<file path="config.mk">
export PLATFORM = sky130hd
export DESIGN_NAME = crc_frame_tx
export DESIGN_NICKNAME = d
export VERILOG_FILES = /design/src/rtl/crc_tx_pkg.sv /design/src/rtl/crc_serial.sv /design/src/rtl/crc_frame_tx.sv
export SDC_FILE = /design/constraint.sdc
export NUM_CORES = 1
export LEC_CHECK = 0
export ABC_AREA = 1
export CAP_MARGIN = 40
export CORE_ASPECT_RATIO = 1.4
export CORE_MARGIN = 8
export CORE_UTILIZATION = 40
export DETAILED_ROUTE_END_ITERATION = 7
export PLACE_DENSITY_LB_ADDON = 0.05
export REMOVE_ABC_BUFFERS = 1
export SYNTH_ARGS = -nofsm -noshare
export SYNTH_HDL_FRONTEND = slang
export SYNTH_SLANG_ARGS = --single-unit
</file>
<file path="constraint.sdc">
create_clock -name clk -period 3.8 [get_ports clk]
set_clock_uncertainty 0.15 [all_clocks]
set_input_delay 0.76 -clock clk [delete_from_list [all_inputs] [get_ports clk]]
set_output_delay 0.76 -clock clk [all_outputs]
set_load 0.05 [all_outputs]
</file>
<file path="src/rtl/crc_tx_pkg.sv">
// crc_tx_pkg: shared state type and constants for the CRC frame
// transmitter and its matching receiver.
package crc_tx_pkg;

  typedef enum logic [2:0] {
    S_IDLE,
    S_PRE,
    S_LEN,
    S_DATA,
    S_CRC,
    S_GAP
  } tx_state_t;

  localparam int unsigned LEN_BYTE_W = 8;

  localparam logic [15:0] DEF_CRC_POLY = 16'h1021;
  localparam logic [15:0] DEF_CRC_INIT = 16'hFFFF;
  localparam logic [7:0]  DEF_PREAMBLE = 8'hA5;

endpackage

</file>
<file path="src/rtl/crc_serial.sv">
// crc_serial: bit-serial, non-reflected CRC register.
// init reloads the seed; en folds in one bit MSB-first.
module crc_serial
  import crc_tx_pkg::*;
#(
  parameter int unsigned      CRC_W    = 16,
  parameter logic [CRC_W-1:0] CRC_POLY = CRC_W'(DEF_CRC_POLY),
  parameter logic [CRC_W-1:0] CRC_INIT = CRC_W'(DEF_CRC_INIT)
) (
  input  logic             clk,
  input  logic             rst_n,
  input  logic             init,
  input  logic             en,
  input  logic             bit_in,
  output logic [CRC_W-1:0] crc
);

  logic fb;

  assign fb = crc[CRC_W-1] ^ bit_in;

  always_ff @(posedge clk or negedge rst_n) begin
    if (!rst_n) begin
      crc <= CRC_INIT;
    end else if (init) begin
      crc <= CRC_INIT;
    end else if (en) begin
      crc <= (crc << 1) ^ (fb ? CRC_POLY : '0);
    end
  end

endmodule

</file>
<file path="src/rtl/crc_frame_tx.sv">
// crc_frame_tx: serialises preamble, length, payload and CRC
// MSB-first on an idle-high line, followed by a busy gap.
module crc_frame_tx
  import crc_tx_pkg::*;
#(
  parameter int unsigned      DATA_BYTES   = 16,
  parameter int unsigned      CRC_W        = 16,
  parameter logic [CRC_W-1:0] CRC_POLY     = CRC_W'(DEF_CRC_POLY),
  parameter logic [CRC_W-1:0] CRC_INIT     = CRC_W'(DEF_CRC_INIT),
  parameter logic [7:0]       PREAMBLE     = DEF_PREAMBLE,
  parameter int unsigned      CLKS_PER_BIT = 1,
  parameter int unsigned      GAP_BITS     = 2
) (
  input  logic                              clk,
  input  logic                              rst_n,
  input  logic                              tx_start,
  input  logic [DATA_BYTES*8-1:0]           tx_payload,
  input  logic [$clog2(DATA_BYTES+1)-1:0]   tx_len,
  input  logic                              test_mode,
  output logic                              tx_line,
  output logic                              tx_busy,
  output logic                              tx_done,
  output logic                              tx_err,
  output logic [CRC_W-1:0]                  crc_out
);

  localparam int unsigned PW = DATA_BYTES * 8;
  localparam int unsigned LW = $clog2(DATA_BYTES + 1);
  localparam int unsigned CW =
    (CLKS_PER_BIT > 1) ? $clog2(CLKS_PER_BIT) : 1;
  localparam int unsigned FMAX =
    (GAP_BITS > CRC_W) ? GAP_BITS : CRC_W;
  localparam int unsigned BW = $clog2(FMAX + 1);
  localparam logic [LW-1:0] LEN_MAX = LW'(DATA_BYTES);

  tx_state_t state, state_d;

  logic [CW-1:0]         clk_cnt;
  logic [BW-1:0]         bit_cnt;
  logic [LW-1:0]         byte_cnt;
  logic [LW-1:0]         len_q;
  logic [LW-1:0]         len_clamp;
  logic [PW-1:0]         pay_q;
  logic [CRC_W-1:0]      sh_q;
  logic [CRC_W-1:0]      sh_d;
  logic [CRC_W-1:0]      crc;
  logic [LEN_BYTE_W-1:0] len_byte;
  logic                  tmode_q;

  logic accept;
  logic reject;
  logic bit_end;
  logic byte_end;
  logic last_bit;
  logic field_end;
  logic load_len;
  logic load_data;
  logic load_crc;
  logic shift;
  logic line_d;
  logic crc_en;

  // Bytes ride MSB-aligned in the CRC-wide shifter (CRC_W >= 8).
  function automatic logic [CRC_W-1:0] byte_msb(
    input logic [LEN_BYTE_W-1:0] b
  );
    return CRC_W'(b) << (CRC_W - LEN_BYTE_W);
  endfunction

  assign len_byte = LEN_BYTE_W'(len_q);

  always_ff @(posedge clk or negedge rst_n) begin
    if (!rst_n) begin
      state <= S_IDLE;
    end else begin
      state <= state_d;
    end
  end

  always_comb begin
    len_clamp = (tx_len > LEN_MAX) ? LEN_MAX : tx_len;
    bit_end   = (clk_cnt == CW'(CLKS_PER_BIT - 1));
    byte_end  = bit_end && (bit_cnt == BW'(7));
    last_bit  = 1'b0;
    unique case (state)
      S_PRE, S_LEN:
        last_bit = (bit_cnt == BW'(7));
      S_DATA:
        last_bit = (bit_cnt == BW'(7))
                && (byte_cnt == len_q - LW'(1));
      S_CRC:
        last_bit = (bit_cnt == BW'(CRC_W - 1));
      S_GAP:
        last_bit = (bit_cnt == BW'(GAP_BITS - 1));
      default:
        last_bit = 1'b0;
    endcase
    field_end = bit_end && last_bit;
    accept = (state == S_IDLE) && tx_start
          && (tx_len != '0);
    reject = (state == S_IDLE) && tx_start
          && (tx_len == '0);

    state_d = state;
    unique case (state)
      S_IDLE: if (accept)    state_d = S_PRE;
      S_PRE:  if (field_end) state_d = S_LEN;
      S_LEN:  if (field_end) state_d = S_DATA;
      S_DATA: if (field_end) state_d = S_CRC;
      S_CRC:
        if (field_end)
          state_d = (GAP_BITS == 0) ? S_IDLE : S_GAP;
      S_GAP:  if (field_end) state_d = S_IDLE;
      default: state_d = S_IDLE;
    endcase

    load_len  = field_end && (state == S_PRE);
    load_data = bit_end
             && ((state == S_LEN && last_bit)
             ||  (state == S_DATA && byte_end && !last_bit));
    load_crc  = field_end && (state == S_DATA);
    shift     = bit_end
             && (state inside {S_PRE, S_LEN, S_DATA, S_CRC})
             && !(load_len || load_data || load_crc);

    sh_d = sh_q;
    unique case (1'b1)
      accept:    sh_d = byte_msb(PREAMBLE);
      load_len:  sh_d = byte_msb(len_byte);
      load_data: sh_d = byte_msb(pay_q[PW-1 -: 8]);
      load_crc:  sh_d = crc ^ CRC_W'(tmode_q);
      shift:     sh_d = sh_q << 1;
      default:   sh_d = sh_q;
    endcase

    line_d = (state_d inside {S_PRE, S_LEN, S_DATA, S_CRC})
           ? sh_d[CRC_W-1] : 1'b1;
    // Fold each payload bit in as it is launched onto the line.
    crc_en = (state_d == S_DATA) && (load_data || shift);
  end

  always_ff @(posedge clk or negedge rst_n) begin
    if (!rst_n) begin
      tx_line  <= 1'b1;
      tx_busy  <= 1'b0;
      tx_done  <= 1'b0;
      tx_err   <= 1'b0;
      crc_out  <= '0;
      sh_q     <= '0;
      pay_q    <= '0;
      len_q    <= '0;
      tmode_q  <= 1'b0;
      clk_cnt  <= '0;
      bit_cnt  <= '0;
      byte_cnt <= '0;
    end else begin
      tx_line <= line_d;
      tx_busy <= (state_d != S_IDLE);
      tx_done <= (state != S_IDLE) && (state_d == S_IDLE);
      tx_err  <= reject;
      sh_q    <= sh_d;
      if (accept) begin
        pay_q    <= tx_payload;
        len_q    <= len_clamp;
        tmode_q  <= test_mode;
        clk_cnt  <= '0;
        bit_cnt  <= '0;
        byte_cnt <= '0;
      end else if (state != S_IDLE) begin
        clk_cnt <= bit_end ? '0 : clk_cnt + CW'(1);
        if (bit_end) begin
          if (field_end || (state == S_DATA && byte_end))
            bit_cnt <= '0;
          else
            bit_cnt <= bit_cnt + BW'(1);
          if (state == S_DATA && byte_end)
            byte_cnt <= byte_cnt + LW'(1);
        end
        if (load_data) pay_q <= pay_q << 8;
        if (load_crc)  crc_out <= crc;
      end
    end
  end

  crc_serial #(
    .CRC_W    (CRC_W),
    .CRC_POLY (CRC_POLY),
    .CRC_INIT (CRC_INIT)
  ) u_crc (
    .clk    (clk),
    .rst_n  (rst_n),
    .init   (accept),
    .en     (crc_en),
    .bit_in (sh_d[CRC_W-1]),
    .crc    (crc)
  );

endmodule

</file>
# Word-level counts from Yosys, hierarchy flattened
# Index checks and enable logic that the tools add are counted.
# W data, S select, Z words.
[word_totals]
regBits = 200
latchBits = 0
ram_bits = 0
mem_bits_ro = 0
out_inout_bits = 20
elab_cells = 108
memories = 0
[op_classes]
n_addsub = 4
mul = 0
n_div = 0
magnitude_cmp = 1
n_eq_ne = 14
shifts = 0
n_mux = 28
bitwise_logic = 5
reduce_logical = 41
[ops]
columns = ["operator", "n"]
rows = [
  ["$mux W128", 3],
  ["$pmux W16 S5", 1],
  ["$mux W5", 9],
  ["$mux W16", 2],
  ["$mux W3", 6],
  ["$pmux W3 S6", 1],
  ["$logic_and A1 B1 Y1", 16],
  ["$xor A16 B1 Y16", 1],
  ["$xor A16 B16 Y16", 1],
  ["$mux W13", 1],
  ["$eq A3 B2 Y1 const B", 4],
  ["$add A5 B1 Y5 const B", 2],
  ["$reduce_bool A5 Y1", 2],
  ["$eq A3 B3 Y1 const B", 3],
  ["$reduce_bool A2 Y1", 4],
  ["$reduce_bool A4 Y1", 2],
  ["$eq A3 B1 Y1 const B", 2],
  ["$logic_not A3 Y1", 2],
  ["$reduce_and A3 Y1", 2],
  ["$reduce_bool A3 Y1", 2],
  ["$eq A5 B1 Y1 const B", 1],
  ["$eq A5 B3 Y1 const B", 1],
  ["$eq A5 B4 Y1 const B", 1],
  ["$eq A5 B5 Y1", 1],
  ["other kinds (13)", 23],
]

# Longest topological paths before layout
[depth]
ltp_word = 18
depth_mapped = 20
ltp_nobuf = 20

# Hierarchy
# Synthesis repeated with hierarchy kept, for this count alone.
[unflattened]
cells_unflattened = 1130
area_unflattened_um2 = 9455.3
[modules_own_cells]
columns = ["mod", "instances", "cells_per_inst", "area_each_um2"]
rows = [
  ["crc_frame_tx", 1, 1063, 8710.9],
  ["crc_serial", 1, 67, 744.5],
]

# Least setup slack after synthesis
# No wires, ideal clock.
[synth_timing]
path_kind = "input -> register"
start = "input port tx_len[1]"
end = "register pay_q[102]"
arrival_time_ns = 2.138
required_ns = 3.568
path_slack_ns = 1.430
path_stages = 8
cell_sequence = "nor4_2 > a21oi_4 > inv_2 > buf_4 > buf_4 > clkbuf_1 > nand2_1 > a31oi_1"
[synth_between]
elab_chain_len = 4
word_cells_on_any_way = 6
[synth_rtl]
columns = ["element", "line_no", "rtl"]
rows = [
  ["from (decl)", "crc_frame_tx.sv:18", "input logic [$clog2(DATA_BYTES+1)-1:0] tx_len,"],
  ["$reduce_bool A5 Y1 *", "crc_frame_tx.sv:100", "&& (tx_len != '0);"],
  ["$logic_and A1 B1 Y1 *", "crc_frame_tx.sv:100", ""],
  ["$reduce_bool A2 Y1 (no source line)", "n/a", ""],
  ["$reduce_and A2 Y1 (no source line)", "n/a", ""],
  ["to (signal assigned)", "crc_frame_tx.sv:163", "pay_q <= tx_payload;"],
  ["to (signal assigned)", "crc_frame_tx.sv:179", "if (load_data) pay_q <= pay_q << 8;"],
  ["to (decl)", "crc_frame_tx.sv:43", "logic [PW-1:0] pay_q;"],
]
# Every way passes the cells marked *; elsewhere a longest branch is shown, timed or not.
# A chain may end at the register's enable or synchronous reset.

# Final worst setup path
[layout_timing]
start = "register len_q[0]"
end = "register pay_q[124]"
[layout_between]
elab_chain_len = 10
word_cells_on_any_way = 11
[layout_rtl]
columns = ["element", "line_no", "rtl"]
rows = [
  ["from (decl)", "crc_frame_tx.sv:41", "logic [LW-1:0] len_q;"],
  ["from (signal assigned)", "crc_frame_tx.sv:164", "len_q <= len_clamp;"],
  ["$sub A5 B1 Y5 *", "crc_frame_tx.sv:90", "&& (byte_cnt == len_q - LW'(1));"],
  ["$eq A5 B5 Y1 *", "crc_frame_tx.sv:90", ""],
  ["$logic_and A1 B1 Y1 *", "crc_frame_tx.sv:90", ""],
  ["$pmux W1 S4 *", "crc_frame_tx.sv:85", "unique case (state)"],
  ["$logic_not A1 Y1", "crc_frame_tx.sv:120", "|| (state == S_DATA && byte_end && !last_bit));"],
  ["$logic_and A1 B1 Y1", "crc_frame_tx.sv:120", ""],
  ["$logic_or A1 B1 Y1 *", "crc_frame_tx.sv:120", ""],
  ["$logic_and A1 B1 Y1 *", "crc_frame_tx.sv:119", "&& ((state == S_LEN && last_bit)"],
  ["$reduce_bool A2 Y1 (no source line) *", "n/a", ""],
  ["$reduce_and A2 Y1 (no source line) *", "n/a", ""],
]
# Marked as above.

==> impl_metrics.yaml <==
power_and_ir_drop:
  vdd_drop_max_mv: 0.327
  swShare_pct: 20.9
  pwr_density_cell_mw_per_mm2: 361
  p_int_w: 0.00334
  net-switching-power_w: 0.000881
  p_seq_share_pct: 50.2
  p_clk_share_pct: 45.1
  static-leakage-power_nw: 5.33
  comb_power_share_pct: 4.7
  finalPower_w: 0.00422
timing:
  holdWs_ns: 0.246
  worst_pin_slew_ns: 0.819
  drv_slew: 0
  final_hold_viol_count: 0
  grt_setup_unrepaired: "false"
  setup_viol: 0
  fmax_mhz: 336
  max-slew-margin-rel_pct: 45.4
  layout_min_cycle_time_ns: 2.98
  fin_crit_sh_pct: 78.3
  setup_tns_ns: 0
logic_synthesis:
  synth_xor_area_share_pct: 0.282
  synth_cell_types: 39
  async_flop_share_pct: 100
  synth_top_family_by_area: "simple AND/OR/NAND/NOR gates"
  post_synth.cell_area_avg_um2: 8.52
  synth_seq_area_share_pct: 53.7
  synth_warnings: 0
  synth_cells: 1093
  synth_seq_cells: 199
  synth_edf_count: 0
  synth_fa_ha_area_share_pct: 0.403
  synthSimpleGateAreaFrac_pct: 22.4
  synth-compound-area-share_pct: 15.2
  synthMuxAreaShare_pct: 0
  synth-main-ff-cell: "dfrtp_1"
  netlist_area_mm2: 0.00931
route:
  ant_nets: 0
  drcViolationCount: 0
  viasPerCell: 4.97
  wl_per_cell_um: 15.4
  drt_iter0_drc: 468
  route.vias.total: 7635
  firstDrtPassIters: 6
  drt_wl_total_mm: 23.6
grt:
  grt_pass1_wl_mm: 39.2
  overflow: 0
  antenna_found_initial: 3
  grt_usage_pct: 16.9
  grt_max_degree: 106
  grt_pass1_vias: 7818
final_layout:
  fin_util_pct: 50.8
  finalInstanceArea_mm2: 0.0117
  n_antenna_cell: 0
  nets: 1358
  nFillCells: 2234
  area_delta_synth_final_pct: 25.6
  drive_gt1_share_pct: 8.04
floorplanning:
  ios: 157
  die_x_um: 145
  std_cell_rows: 66
  initial_core_util_pct: 40.4
  fp.dieArea_mm2: 0.0285
  fp.coreArea_mm2: 0.0230
  die_h_um: 197
clocking:
  cts_hold_buf: 0
  cts.clk_slew.worst_paths_ns: 0.07
  htree_levels: 4
  cts_setup_buffers: 0
  clock_latency_ns: 0.44
  cts_buffer_depth: 2
  cts_tree: "done"
  clock-sinks: 199
  cts-root-buf: "clkbuf_16"
  cts.repair.resized: 0
  cts_buffers: 17
worst_setup_path:
  cp-end-kind: "flop"
  path_class: "reg2reg"
  crit_fanout: 60
  worst_ep_required_time_ns: 3.96
  start_kind: "flop"
  cp_data_arrival_time_ns: 3.14
  ff2ff_path_depth: 15
hold_path:
  min_path_type: "in2async"
placed_design:
  gp_congestion: 0.857
  dp_hpwl_mm: 16.1
  io_buffers: 156
  dpl-instance-area_mm2: 0.0111
job:
  cap_violations: 0
status:
  status: "finished, final reports clean"
-- cell usage after synthesis, types with 3 or more instances --
cell type	number	area, um2
o211ai_2	5	62.6
nor2_1	99	372
o21ai_0	14	70.1
dfstp_2	17	447
inv_1	93	349
o211ai_1	38	285
nand2_1	333	1250
clkbuf_1	30	113
nand2_4	5	56.3
a31oi_1	79	494
ha_1	3	37.5
o21ai_1	43	215
buf_4	5	37.5
o22ai_1	4	25.0
nand3_1	38	190
nand2_2	6	37.5
inv_2	7	26.3
buf_6	12	135
a22oi_1	11	82.6
nor3_1	5	25.0
buf_2	15	75.1
dfrtp_1	182	4550
nand4_1	4	25.0
a21oi_1	17	85.1
nand3_2	3	30.0
buf_1	3	11.3
-- per-stage QoR --
step           worst slack [ns]  instances
2_1_floorplan             -1.99       1028
3_3_place_gp              0.663       1505
3_5_place_dp              0.584       1505
4_1_cts                   0.793       1537
5_1_grt                   0.548       1537
6_report                  0.825       1537
-- registers in the layout (all words and copies together), names as in the netlist --
register	count
crc_out	16
tx_line	1
tx_err	1
sh_q	16
state	3
tx_busy	1
pay_q	128
bit_cnt	5
u_crc.crc	16
tx_done	1
byte_cnt	5
tmode_q	1
len_q	5
-- power by group through the flow --
stage            logic, W  clock network [W]  registers, W
6_report         0.000198            0.00190       0.00212
4_1_cts          0.000204            0.00196       0.00212
2_1_floorplan  0.00000167                  0       0.00216
3_5_place_dp     0.000203                  0       0.00216
3_3_place_gp     0.000204                  0       0.00216
5_1_grt          0.000217            0.00204       0.00212
-- placed cells by master, fill, tap and decap left out, types with 5 or more instances in the layout --
| cell | n |
|---|---|
| a21oi_1 | 17 |
| a22oi_1 | 11 |
| a31oi_1 | 79 |
| buf_12 | 5 |
| buf_4 | 10 |
| clkbuf_16 | 17 |
| clkdlybuf4s50_1 | 155 |
| dfrtp_1 | 182 |
| dfstp_2 | 17 |
| inv_1 | 93 |
| inv_2 | 6 |
| nand2_1 | 333 |
| nand2_2 | 6 |
| nand3_1 | 38 |
| nor2_1 | 99 |
| nor3_1 | 5 |
| o211ai_1 | 38 |
| o211ai_2 | 5 |
| o21ai_0 | 14 |
| o21ai_1 | 43 |
-- cells by family (layout without fill, tap and decap cells) --
family                   count (synthesis)  after routing
AND/OR/NAND/NOR                        503            503
AO/OA/AOI/OAI                          220            220
flip-flops                             199            199
buffers and inverters                  165            303
adder cells (fa/ha/maj)                  3              3
XOR/XNOR                                 3              3
-- final timing paths --
path,endpoint,slack [ns],start
max in group asynchronous,pay_q[101]$_DFFE_PN0P_,2.38,rst_n
max reg2reg,pay_q[124]$_DFFE_PN0P_,0.82,len_q[0]$_DFFE_PN0P_
max,pay_q[124]$_DFFE_PN0P_,0.82,len_q[0]$_DFFE_PN0P_
min in group clk,crc_out[7]$_DFFE_PN0P_,0.33,crc_out[7]$_DFFE_PN0P_
min reg2reg,crc_out[7]$_DFFE_PN0P_,0.33,crc_out[7]$_DFFE_PN0P_
min,len_q[4]$_DFFE_PN0P_,0.25,rst_n
-- final cells by class --
class	instances	area (um2)	area share, %
clock inverters	10	145	1.24
clock buffers	22	474	4.05
multi-input cells	729	3570	30.5
inverters	100	380	3.25
repair buffers	171	1740	14.9
flip-flops and latches	199	5000	42.8
well taps	306	383	3.27
-- critical path, cell delays in order, from the launching register on --
cell      delay, ns
dfrtp_1        0.39
inv_1          0.18
ha_1           0.28
nand2_1        0.06
nand2_1        0.05
nor2_1         0.12
nand2_2        0.08
nor2_4         0.12
nand2_4        0.09
nand2_4        0.12
nand2_4        0.08
nand2_4        0.26
nand2_8        0.31
buf_4          0.34
o211ai_1       0.12
o21ai_1        0.09
-- per-layer routing --
layer  track usage (%)  routed length (um)  vias up
li1                  -                   -     3839
met1              20.2               10300     3582
met3              4.73                1130       52
met5                 0                  41        -
met4              6.99                 587        6
met2              28.4               11500      156
(Power assumes the default switching activity.)
